==> config.mk <==
export PLATFORM = sky130hd
export DESIGN_NAME = mic1_uart_mmio
export DESIGN_NICKNAME = d
export VERILOG_FILES = /design/src/rtl/mic1_uart_mmio.sv
export SDC_FILE = /design/constraint.sdc
export NUM_CORES = 1
export LEC_CHECK = 0
export ABC_AREA = 1
export ABC_CLOCK_PERIOD_IN_PS = 3800
export CAP_MARGIN = 20
export CELL_PAD_IN_SITES_DETAIL_PLACEMENT = 1
export CELL_PAD_IN_SITES_GLOBAL_PLACEMENT = 1
export CORE_MARGIN = 2
export CORE_UTILIZATION = 45
export CTS_CLUSTER_SIZE = 30
export DETAILED_ROUTE_END_ITERATION = 10
export PLACE_DENSITY_LB_ADDON = 0.15
export SLEW_MARGIN = 20
export SYNTH_ARGS = -nofsm -noshare
export SYNTH_HDL_FRONTEND = slang
export SYNTH_SLANG_ARGS = --single-unit
==> constraint.sdc <==
create_clock -name clk -period 3.8 [get_ports clk]
set_input_delay 0.57 -clock clk [delete_from_list [all_inputs] [get_ports clk]]
set_output_delay 0.57 -clock clk [all_outputs]
set_load 0.03 [all_outputs]
==> src/rtl/mic1_uart_mmio.sv <==
// mic1_uart_mmio: memory-mapped bridge between the mic1 data port and the
// uart_rx / uart_tx serialisers. It holds received bytes in an RX FIFO and
// queues bytes for transmit in a TX FIFO. It also provides a status register,
// a sticky RX overrun flag and a stall for writes into a full TX FIFO.
//
// Ports
//   clk, rst             system clock, asynchronous active-high reset
//   bus_addr/read/write  mic1 data port strobes (already qualified with run)
//   bus_wdata            write data; only [7:0] reaches the TX FIFO
//   bus_rdata            combinational read data (0 unless a mapped read)
//   hit                  bus_addr decodes to DATA_ADDR or STATUS_ADDR
//   stall                DATA write into a full TX FIFO; the mic1 holds the strobe
//   rx_done, rx_data     byte-received pulse and byte from uart_rx
//   tx_start, tx_data    one-cycle start pulse and held byte to uart_tx
//   tx_busy              uart_tx is serialising
module mic1_uart_mmio #(
  parameter logic [31:0] DATA_ADDR   = 32'hFFFF_FFFD,
  parameter logic [31:0] STATUS_ADDR = 32'hFFFF_FFFC,
  parameter int          RX_DEPTH    = 16,
  parameter int          TX_DEPTH    = 16
) (
  input  logic        clk,
  input  logic        rst,
  input  logic [31:0] bus_addr,
  input  logic        bus_read,
  input  logic        bus_write,
  input  logic [31:0] bus_wdata,
  output logic [31:0] bus_rdata,
  output logic        hit,
  output logic        stall,
  input  logic        rx_done,
  input  logic [7:0]  rx_data,
  output logic        tx_start,
  output logic [7:0]  tx_data,
  input  logic        tx_busy
);

  localparam int RXA = $clog2(RX_DEPTH);
  localparam int RXW = RXA + 1;
  localparam int TXA = $clog2(TX_DEPTH);
  localparam int TXW = TXA + 1;

  // Storage is read asynchronously: the DATA read returns the RX head in the
  // same cycle as the strobe, so a registered-read RAM cannot be used here.
  logic [7:0]     rx_mem [RX_DEPTH];
  logic [7:0]     tx_mem [TX_DEPTH];
  logic [RXW-1:0] rx_wp_reg, rx_rp_reg;
  logic [TXW-1:0] tx_wp_reg, tx_rp_reg;
  logic           overrun_reg;
  logic           tx_start_reg;
  logic           tx_gap_reg;
  logic [7:0]     tx_data_reg;

  logic           data_sel, status_sel;
  logic           rx_empty, rx_full, tx_empty, tx_full;
  logic [RXW-1:0] rx_count;
  logic [TXW-1:0] tx_count;
  logic [7:0]     rx_head, tx_head;
  logic           rx_pop, rx_push, overrun_set, overrun_clr;
  logic           tx_push, tx_drain, tx_idle;
  logic [31:0]    status_word;

  assign data_sel   = (bus_addr == DATA_ADDR);
  assign status_sel = (bus_addr == STATUS_ADDR);
  assign hit        = data_sel | status_sel;

  // Pointers carry one extra wrap bit so full and empty can be distinguished.
  assign rx_empty = (rx_wp_reg == rx_rp_reg);
  assign rx_full  = (rx_wp_reg[RXA] != rx_rp_reg[RXA]) &&
                    (rx_wp_reg[RXA-1:0] == rx_rp_reg[RXA-1:0]);
  assign tx_empty = (tx_wp_reg == tx_rp_reg);
  assign tx_full  = (tx_wp_reg[TXA] != tx_rp_reg[TXA]) &&
                    (tx_wp_reg[TXA-1:0] == tx_rp_reg[TXA-1:0]);
  assign rx_count = rx_wp_reg - rx_rp_reg;
  assign tx_count = tx_wp_reg - tx_rp_reg;
  assign rx_head  = rx_mem[rx_rp_reg[RXA-1:0]];
  assign tx_head  = tx_mem[tx_rp_reg[TXA-1:0]];

  // A pop in the same cycle frees a slot, so a byte arriving at a full FIFO
  // is still kept.
  assign rx_pop      = bus_read & data_sel & ~rx_empty;
  assign rx_push     = rx_done & (~rx_full | rx_pop);
  assign overrun_set = rx_done & rx_full & ~rx_pop;
  assign overrun_clr = bus_write & status_sel & bus_wdata[4];

  // Stall uses the current full flag only; a same-cycle drain pop does not
  // let the held write through until the following cycle.
  assign tx_push  = bus_write & data_sel & ~tx_full;
  assign stall    = bus_write & data_sel & tx_full;
  // tx_gap covers the cycle before uart_tx raises tx_busy after a start.
  assign tx_drain = ~tx_empty & ~tx_busy & ~tx_start_reg & ~tx_gap_reg;
  assign tx_idle  = tx_empty & ~tx_busy & ~tx_start_reg & ~tx_gap_reg;

  assign status_word = {8'h00, 8'(tx_count), 8'(rx_count), 3'b000,
                        overrun_reg, tx_idle, tx_full, rx_full, ~rx_empty};

  always_comb begin
    bus_rdata = 32'h0;
    if (bus_read && data_sel && !rx_empty) begin
      bus_rdata = {24'h0, rx_head};
    end else if (bus_read && status_sel) begin
      bus_rdata = status_word;
    end
  end

  always_ff @(posedge clk) begin
    if (rx_push) begin
      rx_mem[rx_wp_reg[RXA-1:0]] <= rx_data;
    end
    if (tx_push) begin
      tx_mem[tx_wp_reg[TXA-1:0]] <= bus_wdata[7:0];
    end
  end

  always_ff @(posedge clk or posedge rst) begin
    if (rst) begin
      rx_wp_reg    <= '0;
      rx_rp_reg    <= '0;
      tx_wp_reg    <= '0;
      tx_rp_reg    <= '0;
      overrun_reg  <= 1'b0;
      tx_start_reg <= 1'b0;
      tx_gap_reg   <= 1'b0;
      tx_data_reg  <= 8'h00;
    end else begin
      if (rx_push) rx_wp_reg <= rx_wp_reg + RXW'(1);
      if (rx_pop)  rx_rp_reg <= rx_rp_reg + RXW'(1);
      if (tx_push) tx_wp_reg <= tx_wp_reg + TXW'(1);
      if (tx_drain) begin
        tx_rp_reg   <= tx_rp_reg + TXW'(1);
        tx_data_reg <= tx_head;
      end
      tx_start_reg <= tx_drain;
      tx_gap_reg   <= tx_start_reg;
      // A new overrun in the same cycle as a clear takes precedence.
      if (overrun_set) begin
        overrun_reg <= 1'b1;
      end else if (overrun_clr) begin
        overrun_reg <= 1'b0;
      end
    end
  end

  assign tx_start = tx_start_reg;
  assign tx_data  = tx_data_reg;

endmodule

==> qor.yml <==
power_and_ir_drop:
  irDropWorstVdd_mv: 0.379
  p_seq_frac: 0.430
  finalPower_mw: 8.82
  combPwrFrac: 0.259
  internal_power_mw: 5.95
  clockPowerShare: 0.311
  p_sw_mw: 2.87
  power_density_nw_per_um2: 593
  swShare: 0.326
  cellLeakagePower_nw: 5.57
sta:
  finalWorstSetupSlack_ns: 0.321
  setup-violations-final: 0
  hold_viol: 0
  slew-limit-headroom: 0.429
  slew_viol_final: 0
  period_share: 0.916
  rsz0062_at_grt: "false"
  worst_pin_slew_ns: 0.855
  fin_crit_ns: 3.48
  whs_ns: 0.419
  tns_ns: 0
  max_freq_mhz: 287
  skew_ns: 0.0111
drt:
  drt_iter0_drc: 572
  wl_um: 33300
  drt_pass1_iterations: 5
  viasPerCell: 5.30
  ant_nets: 0
  drcViolationCount: 0
  dr_total_vias: 9032
  drt-wirelength-per-cell_um: 19.5
die:
  core.rowCount: 61
  die_h_um: 173
  initial_core_util: 0.459
  die_x_um: 173
  die-area_um2: 29800
  ios: 121
  core_um2: 27900
global_routing:
  grt_pass1_wl_um: 52300
  grt_use_total: 0.224
  antenna_found_initial: 0
  grt_max_degree: 67
  grt_pass1_vias: 9346
  grt_overflow: 0
worst_setup_path:
  endpoint_kind: "output pin"
  cp-start-kind: "flop"
  r2r_start: "rx_rp_reg[2]$_DFFE_PP0N_"
  startpoint: "tx_wp_reg[0]$_DFFE_PP0P_"
  rrSetupSlack_ns: 0.91
  cp.arrival_ns: 2.91
  worstPathRequired_ns: 3.23
  critical_path_class: "reg -> out"
  crit_path_max_fanout: 5
place:
  post-place-ws_ns: 0.393
  hpwl_um: 21400
  routabilityCongestion: 0.757
  placed_area_um2: 14000
  io_buffers: 82
clock_network:
  clk_pin_slew_worst_paths_ns: 0.06
  clock_path_buffers: 3
  cts.sinks: 287
  cts_resized: 0
  ctsHoldBuffers: 0
  clk_latency_ns: 0.55
  cts-root-buf: "clkbuf_16"
  numCtsBuffers: 30
  h-tree-depth: 1
  cts_tree: "built"
  postCtsSetupBuffers: 0
yosys:
  synth_cell_types: 29
  synth.area.top_cells: "edfxtp_1 (60%), nand2_1 (8.5%), nor2_1 (6.8%), dfrtp_1 (6.1%), nand3_1 (4.3%)"
  ys_warn_count: 0
  synth_top_area_frac: 0.601
  synthCells: 1210
  ys_ff_latch: 287
  ys_seq_area_frac: 0.662
  avgSynthCellArea_um2: 10.6
  syn_area_um2: 12800
  synth_area_leader_cell: "edfxtp_1"
hold_path:
  hp-class: "reg -> reg"
  hold_start: "tx_start$_DFF_PP0_"
layout:
  layout_commonest_cell: "nand2_1"
  drive_gt1_frac: 0.0882
  stdcell_area_um2: 14900
  area_growth_pct: 16.3
  final_nets: 1400
  antenna_cells: 0
  fillers: 3062
  layout_common_cells: "nand2_1 (289), edfxtp_1 (256), nor2_1 (232), nand3_1 (111), o21ai_0 (90)"
run:
  drv_cap: 0
run_status:
  status: "completed"
==> cell families after synthesis <==
family | after synthesis | share of synthesized area
AO/OA/AOI/OAI | 95 | 0.0372
XOR/XNOR | 17 | 0.0116
adder cells (fa/ha/maj) | 20 | 0.0207
buffers and inverters | 117 | 0.0451
flip-flops | 287 | 0.662
other | 1 | 0.000293
AND/OR/NAND/NOR | 673 | 0.223
==> final timing paths <==
| kind | depth (start not counted) | end |
|---|---|---|
| min in group asynchronous | 2 | tx_gap_reg$_DFF_PP0_ |
| max | 7 | bus_rdata[20] |
| min reg2reg | 0 | tx_gap_reg$_DFF_PP0_ |
| max in group asynchronous | 3 | tx_data[1]$_DFFE_PP0P_ |
| min | 0 | tx_gap_reg$_DFF_PP0_ |
| max reg2reg | 12 | rx_mem[1][2]$_DFFE_PP_ |
==> synthesized netlist by cell type <==
| cell type | number |
|---|---|
| edfxtp_1 | 256 |
| nand2_2 | 3 |
| o21ai_0 | 90 |
| a21oi_1 | 4 |
| buf_12 | 1 |
| nor3_2 | 1 |
| o21ai_1 | 1 |
| buf_6 | 2 |
| nand3_1 | 111 |
| nor3_1 | 19 |
| nand2_4 | 4 |
| nor2_1 | 232 |
| buf_1 | 4 |
| nor2_8 | 1 |
| conb_1 | 1 |
| buf_4 | 19 |
| nand3_4 | 1 |
| xor2_1 | 9 |
| dfrtp_1 | 31 |
| clkbuf_1 | 15 |
| buf_2 | 28 |
| xnor2_1 | 8 |
| ha_1 | 18 |
| nor2_4 | 12 |
| inv_1 | 41 |
| nand2_1 | 289 |
| clkinv_1 | 2 |
| fa_1 | 2 |
| inv_2 | 5 |
==> final cells by class <==
cell class                 count  area [um2]  area share
inverter                      48         180      0.0121
clock buffer                  36         795      0.0534
sequential                   287        8470       0.569
clock inverter                20         123     0.00825
tap                          378         473      0.0318
multi-input combinational    819        3790       0.255
timing repair buffer         116        1040      0.0700
==> power by group through the flow <==
stage          clock, mW  combinational [mW]  sequential [mW]
6_report            2.74                2.28             3.80
5_1_grt             2.91                2.56             3.82
4_1_cts             2.79                2.30             3.80
3_5_place_dp           0                2.28             3.86
3_3_place_gp           0                2.21             3.85
2_1_floorplan          0                1.46             3.92
==> stage by stage <==
step	util	std cells
global placement	0.501	1648
detailed placement	0.501	1648
global route	0.534	1704
finish	0.534	1704
CTS	0.534	1704
floorplan	-	1223
==> worst max-delay path, cell delays in order, from the launching register on <==
cell	delay (ns)
dfrtp_1	0.42
inv_1	0.13
ha_1	0.25
fa_1	0.40
o21ai_0	0.26
xnor2_1	0.10
nor2_1	0.12
clkdlybuf4s50_1	0.70
==> per-layer routing <==
| metal | GRT usage | part of all wire | vias to the layer above |
|---|---|---|---|
| li1 | - | - | 4218 |
| met1 | 0.320 | 0.45 | 4523 |
| met2 | 0.369 | 0.47 | 252 |
| met3 | 0.0286 | 0.057 | 39 |
| met4 | 0.0488 | 0.015 | 0 |
| met5 | 0 | 0 | - |
(Power assumes the default switching activity.)
